[src/rtl/mant_normalizer.sv]
// Post-add mantissa normalizer: one-bit-per-cycle right/left shift with exponent
// adjust, registered result held under a valid/ready handshake.

module alu_a (
   input  logic [7:0] a,
   input  logic [7:0] b,
   input  logic       c_in,
   output logic [7:0] sum
);
   logic [8:0] c;
   assign c[0] = c_in;
   for (genvar i = 0; i < 8; i++) begin : g_fa
      assign sum[i]   = a[i] ^ b[i] ^ c[i];
      assign c[i+1]   = (a[i] & b[i]) | (c[i] & (a[i] ^ b[i]));
   end
endmodule

module mant_normalizer (
   input  logic        clk,
   input  logic        rst,
   input  logic        in_valid,
   output logic        in_ready,
   input  logic        in_sign,
   input  logic [16:0] in_mant,
   input  logic [7:0]  in_exp,
   output logic        out_valid,
   input  logic        out_ready,
   output logic        out_sign,
   output logic [15:0] out_mant,
   output logic [7:0]  out_exp,
   output logic        out_zero,
   output logic        out_ovf,
   output logic        out_unf
);
   typedef enum logic [1:0] {IDLE, RIGHT, LEFT, DONE} state_t;

   state_t      state_q, state_d;
   logic [16:0] mant_q, mant_d;
   logic [7:0]  exp_q, exp_d, exp_adj;
   logic        sign_q, sign_d, zero_q, zero_d, ovf_q, ovf_d, unf_q, unf_d;

   // +1 for a carry shift-right, -1 (add 8'hFF) for each shift-left
   alu_a u_exp_adj (
      .a    (exp_q),
      .b    ((state_q == RIGHT) ? 8'h01 : 8'hFF),
      .c_in (1'b0),
      .sum  (exp_adj)
   );

   always_comb begin
      state_d = state_q;
      mant_d  = mant_q;
      exp_d   = exp_q;
      sign_d  = sign_q;
      zero_d  = zero_q;
      ovf_d   = ovf_q;
      unf_d   = unf_q;
      case (state_q)
         IDLE: if (in_valid) begin
            sign_d = in_sign;
            mant_d = in_mant;
            exp_d  = in_exp;
            zero_d = 1'b0;
            ovf_d  = 1'b0;
            unf_d  = 1'b0;
            if (in_mant == 17'h0) begin
               mant_d  = 17'h0;
               exp_d   = 8'h80;
               sign_d  = 1'b0;
               zero_d  = 1'b1;
               state_d = DONE;
            end else if (in_mant[16]) state_d = RIGHT;
            else if (in_mant[15])     state_d = DONE;
            else                      state_d = LEFT;
         end
         RIGHT: begin
            if (exp_q == 8'h7F) begin
               ovf_d  = 1'b1;
               mant_d = 17'h0FFFF;
            end else begin
               mant_d = {1'b0, mant_q[16:1]};
               exp_d  = exp_adj;
            end
            state_d = DONE;
         end
         LEFT: begin
            // exponent already at minimum: flush rather than wrap
            if (exp_q == 8'h80) begin
               unf_d   = 1'b1;
               zero_d  = 1'b1;
               mant_d  = 17'h0;
               sign_d  = 1'b0;
               state_d = DONE;
            end else begin
               mant_d = {mant_q[15:0], 1'b0};
               exp_d  = exp_adj;
               if (mant_q[14]) state_d = DONE;
            end
         end
         DONE: if (out_ready) state_d = IDLE;
         default: state_d = IDLE;
      endcase
   end

   always_ff @(posedge clk or posedge rst) begin
      if (rst) begin
         state_q <= IDLE;
         mant_q  <= '0;
         exp_q   <= '0;
         sign_q  <= 1'b0;
         zero_q  <= 1'b0;
         ovf_q   <= 1'b0;
         unf_q   <= 1'b0;
      end else begin
         state_q <= state_d;
         mant_q  <= mant_d;
         exp_q   <= exp_d;
         sign_q  <= sign_d;
         zero_q  <= zero_d;
         ovf_q   <= ovf_d;
         unf_q   <= unf_d;
      end
   end

   assign in_ready  = (state_q == IDLE);
   assign out_valid = (state_q == DONE);
   assign out_sign  = sign_q;
   assign out_mant  = mant_q[15:0];
   assign out_exp   = exp_q;
   assign out_zero  = zero_q;
   assign out_ovf   = ovf_q;
   assign out_unf   = unf_q;
endmodule
[config.mk]
export PLATFORM = sky130hd
export DESIGN_NAME = mant_normalizer
export DESIGN_NICKNAME = d
export VERILOG_FILES = /design/src/rtl/mant_normalizer.sv
export SDC_FILE = /design/constraint.sdc
export NUM_CORES = 1
export LEC_CHECK = 0
export BUFFER_PORTS_ARGS = -buffer_cell sky130_fd_sc_hd__buf_2
export CAP_MARGIN = 10
export CORE_ASPECT_RATIO = 0.8
export CORE_MARGIN = 2
export CORE_UTILIZATION = 52
export DETAILED_ROUTE_END_ITERATION = 8
export GPL_ROUTABILITY_DRIVEN = 1
export PLACE_DENSITY = 0.8
export SYNTH_ARGS = -nofsm -noshare
export SYNTH_HDL_FRONTEND = slang
export SYNTH_HIERARCHICAL = 1
export SYNTH_SLANG_ARGS = --single-unit
[constraint.sdc]
create_clock -name clk -period 5.2 [get_ports clk]
set_input_delay 1.3 -clock clk [delete_from_list [all_inputs] [get_ports clk]]
set_output_delay 1.3 -clock clk [all_outputs]
set_load 0.05 [all_outputs]
* Word level (Yosys, flattened, before mapping)
Index checks and enable logic that the tools add are counted.
** Storage, ports and cells
- Register bits after elaboration :: 31
- Input port bits :: 30
- Output and inout port bits :: 30
- Word-level logic and storage cells :: 94
** Cells by class
- Equal/unequal tests :: 12
- Mux-type cells :: 31
- Bitwise operators :: 34
- Reductions and logical operators :: 10
** Operators with widths (number)
- 17-bit two-way mux :: 3
- 17-bit one-hot mux with 3 select lines :: 1
- 8-bit two-way mux :: 5
- 8-bit one-hot mux with 3 select lines :: 1
- 17-bit logical NOT :: 1
- 16-bit two-way mux :: 1
- 1-bit bitwise XOR :: 15
- 1-bit bitwise AND :: 13
- 2-bit two-way mux :: 6
- 1-bit two-way mux :: 9
- 3-bit AND reduction :: 3
- 8-bit by 7-bit == test with 1-bit output, second input constant :: 1
- 8-bit == test, second input constant :: 1
- 2-bit != test, second input constant :: 4
- 1-bit one-hot mux with 2 select lines :: 4
- 2-bit one-hot mux with 4 select lines :: 1
- 1-bit bitwise OR :: 6
- 2-bit == test, second input constant :: 2
- 2-bit by 1-bit != test with 1-bit output, second input constant :: 2
- 4-bit AND reduction :: 1
- 2-bit nonzero test :: 2
- 3-bit != test, second input constant :: 1
- 3-bit nonzero test :: 1
- 2-bit by 1-bit == test with 1-bit output, second input constant :: 1
- other kinds (2) :: 2

* Longest topological paths before layout
- Depth in word-level cells :: 18
- Mapped depth :: 14
- Gate-level depth less buffers :: 14

* Modules after synthesis
The synthesis kept the hierarchy.
** Modules (own cells, without submodules)
- mant_normalizer :: times used 1, cells each 227, area an instance 1956.9 sq um, seq. area each 775.7 sq um
- alu_a :: times used 1, cells each 13, area an instance 182.7 sq um, seq. area each 0.0 sq um

* Least setup slack after synthesis
Ideal clock, no wire load.
- Path kind :: register to register
- From :: register exp_q[0], in the netlist out_exp[0]
- To :: register exp_q[7], in the netlist out_exp[7]
- Library setup time :: 0.120 ns
- Data arrival time :: 3.710 ns
- Required time :: 5.080 ns
- Setup slack :: 1.371 ns
- Stages on the path, launching flop included :: 13
- Buffers on the path :: 0
- Period minus slack after synthesis :: 3.829 ns
- Cells stage by stage :: dfrtp_1 > fa_1 > inv_1 > fa_1 > inv_1 > fa_1 > fa_1 > fa_1 > fa_1 > fa_1 > xor3_1 > nand2b_1 > a31o_1
** Between the ends
- Longest elaborated chain between the ends :: 16
- Elaborated cells between the ends (all ways) :: 22
- Those cells by class :: eq/ne: 4; mux: 3; bitwise: 14; reduce/logical: 1
** RTL lines
- start, declared :: RTL line 39 : logic [7:0] exp_q, exp_d, exp_adj;
- start signal, assigned :: RTL line 117 : exp_q <= exp_d;
- 1-bit bitwise AND * (2 in series) :: RTL line 14 : assign c[i+1] = (a[i] & b[i]) | (c[i] & (a[i] ^ b[i]));
- 1-bit bitwise OR * :: RTL line 14
- 1-bit bitwise AND * :: RTL line 14
- 1-bit bitwise OR * :: RTL line 14
- 1-bit bitwise AND * :: RTL line 14
- 1-bit bitwise OR * :: RTL line 14
- 1-bit bitwise AND * :: RTL line 14
- 1-bit bitwise OR * :: RTL line 14
- 1-bit bitwise AND * :: RTL line 14
- 1-bit bitwise OR * :: RTL line 14
- 1-bit bitwise AND * :: RTL line 14
- 1-bit bitwise OR * :: RTL line 14
- 1-bit bitwise XOR * :: RTL line 13 : assign sum[i] = a[i] ^ b[i] ^ c[i];
- via exp_adj[7] :: RTL line 39
- 8-bit two-way mux, on equally long branches :: RTL line 88, 77
- 8-bit one-hot mux with 3 select lines * :: RTL line 58 : case (state_q)
Mark *: on every way through the listed nets, which the timed path passes. The rest lies on a longest branch. The select of a mux whose other input is x is not followed.
A chain may end at the register's enable or synchronous reset.

* Worst setup path in the final report
- From :: register state_q[1]
- To :: register exp_q[7], in the netlist out_exp[7]
** Between the ends
- Longest elaborated chain between the ends :: 18
- Elaborated cells between the ends (all ways) :: 38
- Those cells by class :: eq/ne: 5; mux: 4; bitwise: 26; reduce/logical: 3
** RTL lines
- start, declared :: RTL line 37 : state_t state_q, state_d;
- start signal, assigned :: RTL line 115 : state_q <= state_d;
- 2-bit by 1-bit == test with 1-bit output * :: RTL line 45 : .b ((state_q == RIGHT) ? 8'h01 : 8'hFF),
- 8-bit two-way mux * :: RTL line 45
- 1-bit bitwise XOR :: RTL line 14
- 1-bit bitwise AND :: RTL line 14
- 1-bit bitwise OR :: RTL line 14
- 1-bit bitwise AND :: RTL line 14
- 1-bit bitwise OR :: RTL line 14
- 1-bit bitwise AND :: RTL line 14
- [... 3 more ...]
- 1-bit bitwise AND :: RTL line 14
- 1-bit bitwise OR :: RTL line 14
- 1-bit bitwise AND :: RTL line 14
- 1-bit bitwise OR :: RTL line 14
- 1-bit bitwise XOR * :: RTL line 13
- via exp_adj[7] :: RTL line 39
- 8-bit two-way mux, on equally long branches :: RTL line 88, 77
- 8-bit one-hot mux with 3 select lines * :: RTL line 58
Marks and branches as above.

==> impl_metrics.yaml <==
floorplanning:
  floorplan.die.height_um: 61.4
  core_area_um2: 3880
  num_io_pins: 60
  rows: 20
  chipWidth_um: 75.7
  floorplan.initialDensity: 0.552
  fp.dieArea_um2: 4650
status:
  result_of_the_run: "complete, no violations"
synthesis:
  synth-edff-count: 0
  ys_seq_elements: 31
  ys_warn_count: 6
  yosysSeqAreaShare: 0.363
  synth_largest_type_area_fraction: 0.363
  syn_area_um2: 2140
  yosys-top-cells-area: "dfrtp_1 (36%), nand2_1 (7.2%), fa_1 (6.5%)"
  synth_cells: 240
  synth_ff_type: "dfrtp_1"
  synth_cell_types: 41
  synth_area_leader_cell: "dfrtp_1"
  postSynth.asyncResetShare: 1.00
  synthesis.area_per_instance_um2: 8.91
  syn_nets: 283
cts:
  postCtsHoldBufs: 0
  cts_inserted_buffers: 5
  worst_setup_hold_path_clk_slew_ns: 0.06
  postcts_setup_bufs: 0
  cts_resized: 0
  max-clock-path-buffers: 2
  clock_insertion_delay_worst_skew_ns: 0.29
  cts_max_level: 2
  cts_tree: "built"
  clock_tree.root_cell: "clkbuf_8"
  cts_num_sinks: 31
setup_path:
  cp_data_arrival_time_ns: 4.07
  crit_path_cell_trace: "inv_1 > ha_1 > inv_1 > inv_1 > fa_1 > inv_1 > fa_1 > fa_1 > fa_1 > fa_1 > fa_1 > xor3_1 > nand2b_1 > a31o_1"
  critical_path_class: "reg -> reg"
  critical_path_peak_fanout: 9
  critical-path-max-stage-delay_ns: 0.43
  cp.buffers_inverters: 4
  critical_path.top_delay_family: "adder cells"
  critPathMostFrequentCell: "fa_1"
  startpoint_type: "register"
  critical_path_data_required_time_ns: 5.38
  crit_slowest_cell: "dfrtp_1"
  endpoint_type_of_the_worst_setup_path: "register"
routing:
  antenna_violating_nets_post_route: 0
  detailedRoute.firstPassIterationCount: 4
  drc: 0
  routed-via-count: 1925
  drt_wl_total_um: 5000
  route.detailed.wl_per_inst_um: 14.9
  dr.first_iter.drc_count: 145
  routed_via_density: 5.73
grt:
  grtUsageMet3: 0.0802
  busiest_layer: "met2"
  track_usage: 0.243
  grt_antenna_before_repair: 0
  grt_start_max_net_pins: 35
  grt_first_pass_wirelength_um: 8270
  groute.layer.met1.usage: 0.346
  grt_pass1_vias: 1754
  globalRouteOverflowTotal: 0
  m2_gr_usage: 0.358
sta:
  layout_setup_ws_ns: 1.31
  final_period_utilization: 0.749
  timing.clock.skew_ns: 0.00780
  hold_viol_final: 0
  tightest_slew_ns: 1.21
  slew-limit-headroom: 0.193
  max_slew_violation_total_from_the_final_report: 0
  totalNegativeSetupSlack_ns: 0
  clock.fmax_mhz: 257
  rsz_0062_raised_after_global_routing: "false"
  shortest_clock_period_the_worst_path_allows_after_layout_ns: 3.89
  setup_viol_count_final: 0
layout:
  insertedDiodeCount: 0
  share_of_final_layout_standard_cells_stronger_than_drive_strength_1: 0.278
  flow.area_growth_from_synthesis_pct: 13.4
  nNetsFinal: 323
  final_common_cell: "buf_2"
  stdcell_area_um2: 2430
  most-common-layout-cells: "buf_2 (59), nand2_1 (41), dfrtp_1 (31)"
placed_design:
  half_perimeter_wire_length_after_detailed_placement_um: 3570
  dp_worst_setup_slack_ns: 1.36
  port_buffers: 59
  detailed_place.area_um2: 2340
  gpl.final_weighted_congestion: 0.843
run:
  cap_viol_max_count: 0
worst_hold_path:
  class_of_the_most_critical_hold_timing_path: "reg -> reg"
worst paths after layout:
check	start	to	slack (ns)	cells past startpoint
setup / recovery	state_q[1]$_DFFE_PP0P_	out_exp[7]$_DFFE_PP0P_	1.31	14
hold / removal	out_unf$_DFFE_PP0P_	out_unf$_DFFE_PP0P_	0.50	1
setup reg to reg	state_q[1]$_DFFE_PP0P_	out_exp[7]$_DFFE_PP0P_	1.31	14
hold reg to reg	out_unf$_DFFE_PP0P_	out_unf$_DFFE_PP0P_	0.50	1
max in group asynchronous	rst	out_exp[0]$_DFFE_PP0P_	3.82	3
min in group asynchronous	rst	mant_q[0]$_DFFE_PP0P_	1.08	3
flip-flops by register name, summed over array words and instances, names as in the netlist:
register,cells
out_unf,1
out_exp,8
mant_q,17
out_ovf,1
state_q,2
out_zero,1
out_sign,1
cell families after synthesis:
family          after synthesis  share of synthesized area
simple gates                 78                      0.168
mux                           3                     0.0152
compound gates               72                      0.236
fa+ha+maj                    13                      0.101
buf+inv                      40                      0.103
xor+xnor                      1                     0.0111
other cells                   2                    0.00351
flops                        31                      0.363
layout make-up:
class	count	area, µm²
clock buffer	5	68.8
clock inverter	3	15.0
fill	354	1450
inverter	13	48.8
multi-input combinational	169	1150
sequential	31	776
tap	55	68.8
timing repair buffer	60	303
through the flow:
step,util,hold WS [ns],cells
after floorplan,-,0.513,240
after global placement,0.604,0.477,328
after detailed placement,0.604,0.482,328
after CTS,0.625,0.502,336
after global routing,0.625,0.510,336
final,0.625,0.498,336
cell usage after synthesis (all sizes together) (2+ instances only):
cell	instances
o2bb2ai	2
o21ai	19
inv	12
nand2	41
nor4	4
o211ai	9
clkbuf	8
nand2b	2
a21oi	10
nor2	23
dfrtp	31
buf	19
nand4	2
conb	2
mux2	2
a41oi	15
ha	6
fa	7
a31oi	9
per-layer routing:
layer  wire, µm  part of all wire  vias up
met4         63             0.013        0
met2       2170              0.43       75
met1       2390              0.48      923
met5          0                 0        -
met3        367             0.073        6
li1           -                 -      921
Power is not shown: default switching activity piles up to over one toggle a cycle in this logic, so the estimate is an artifact.
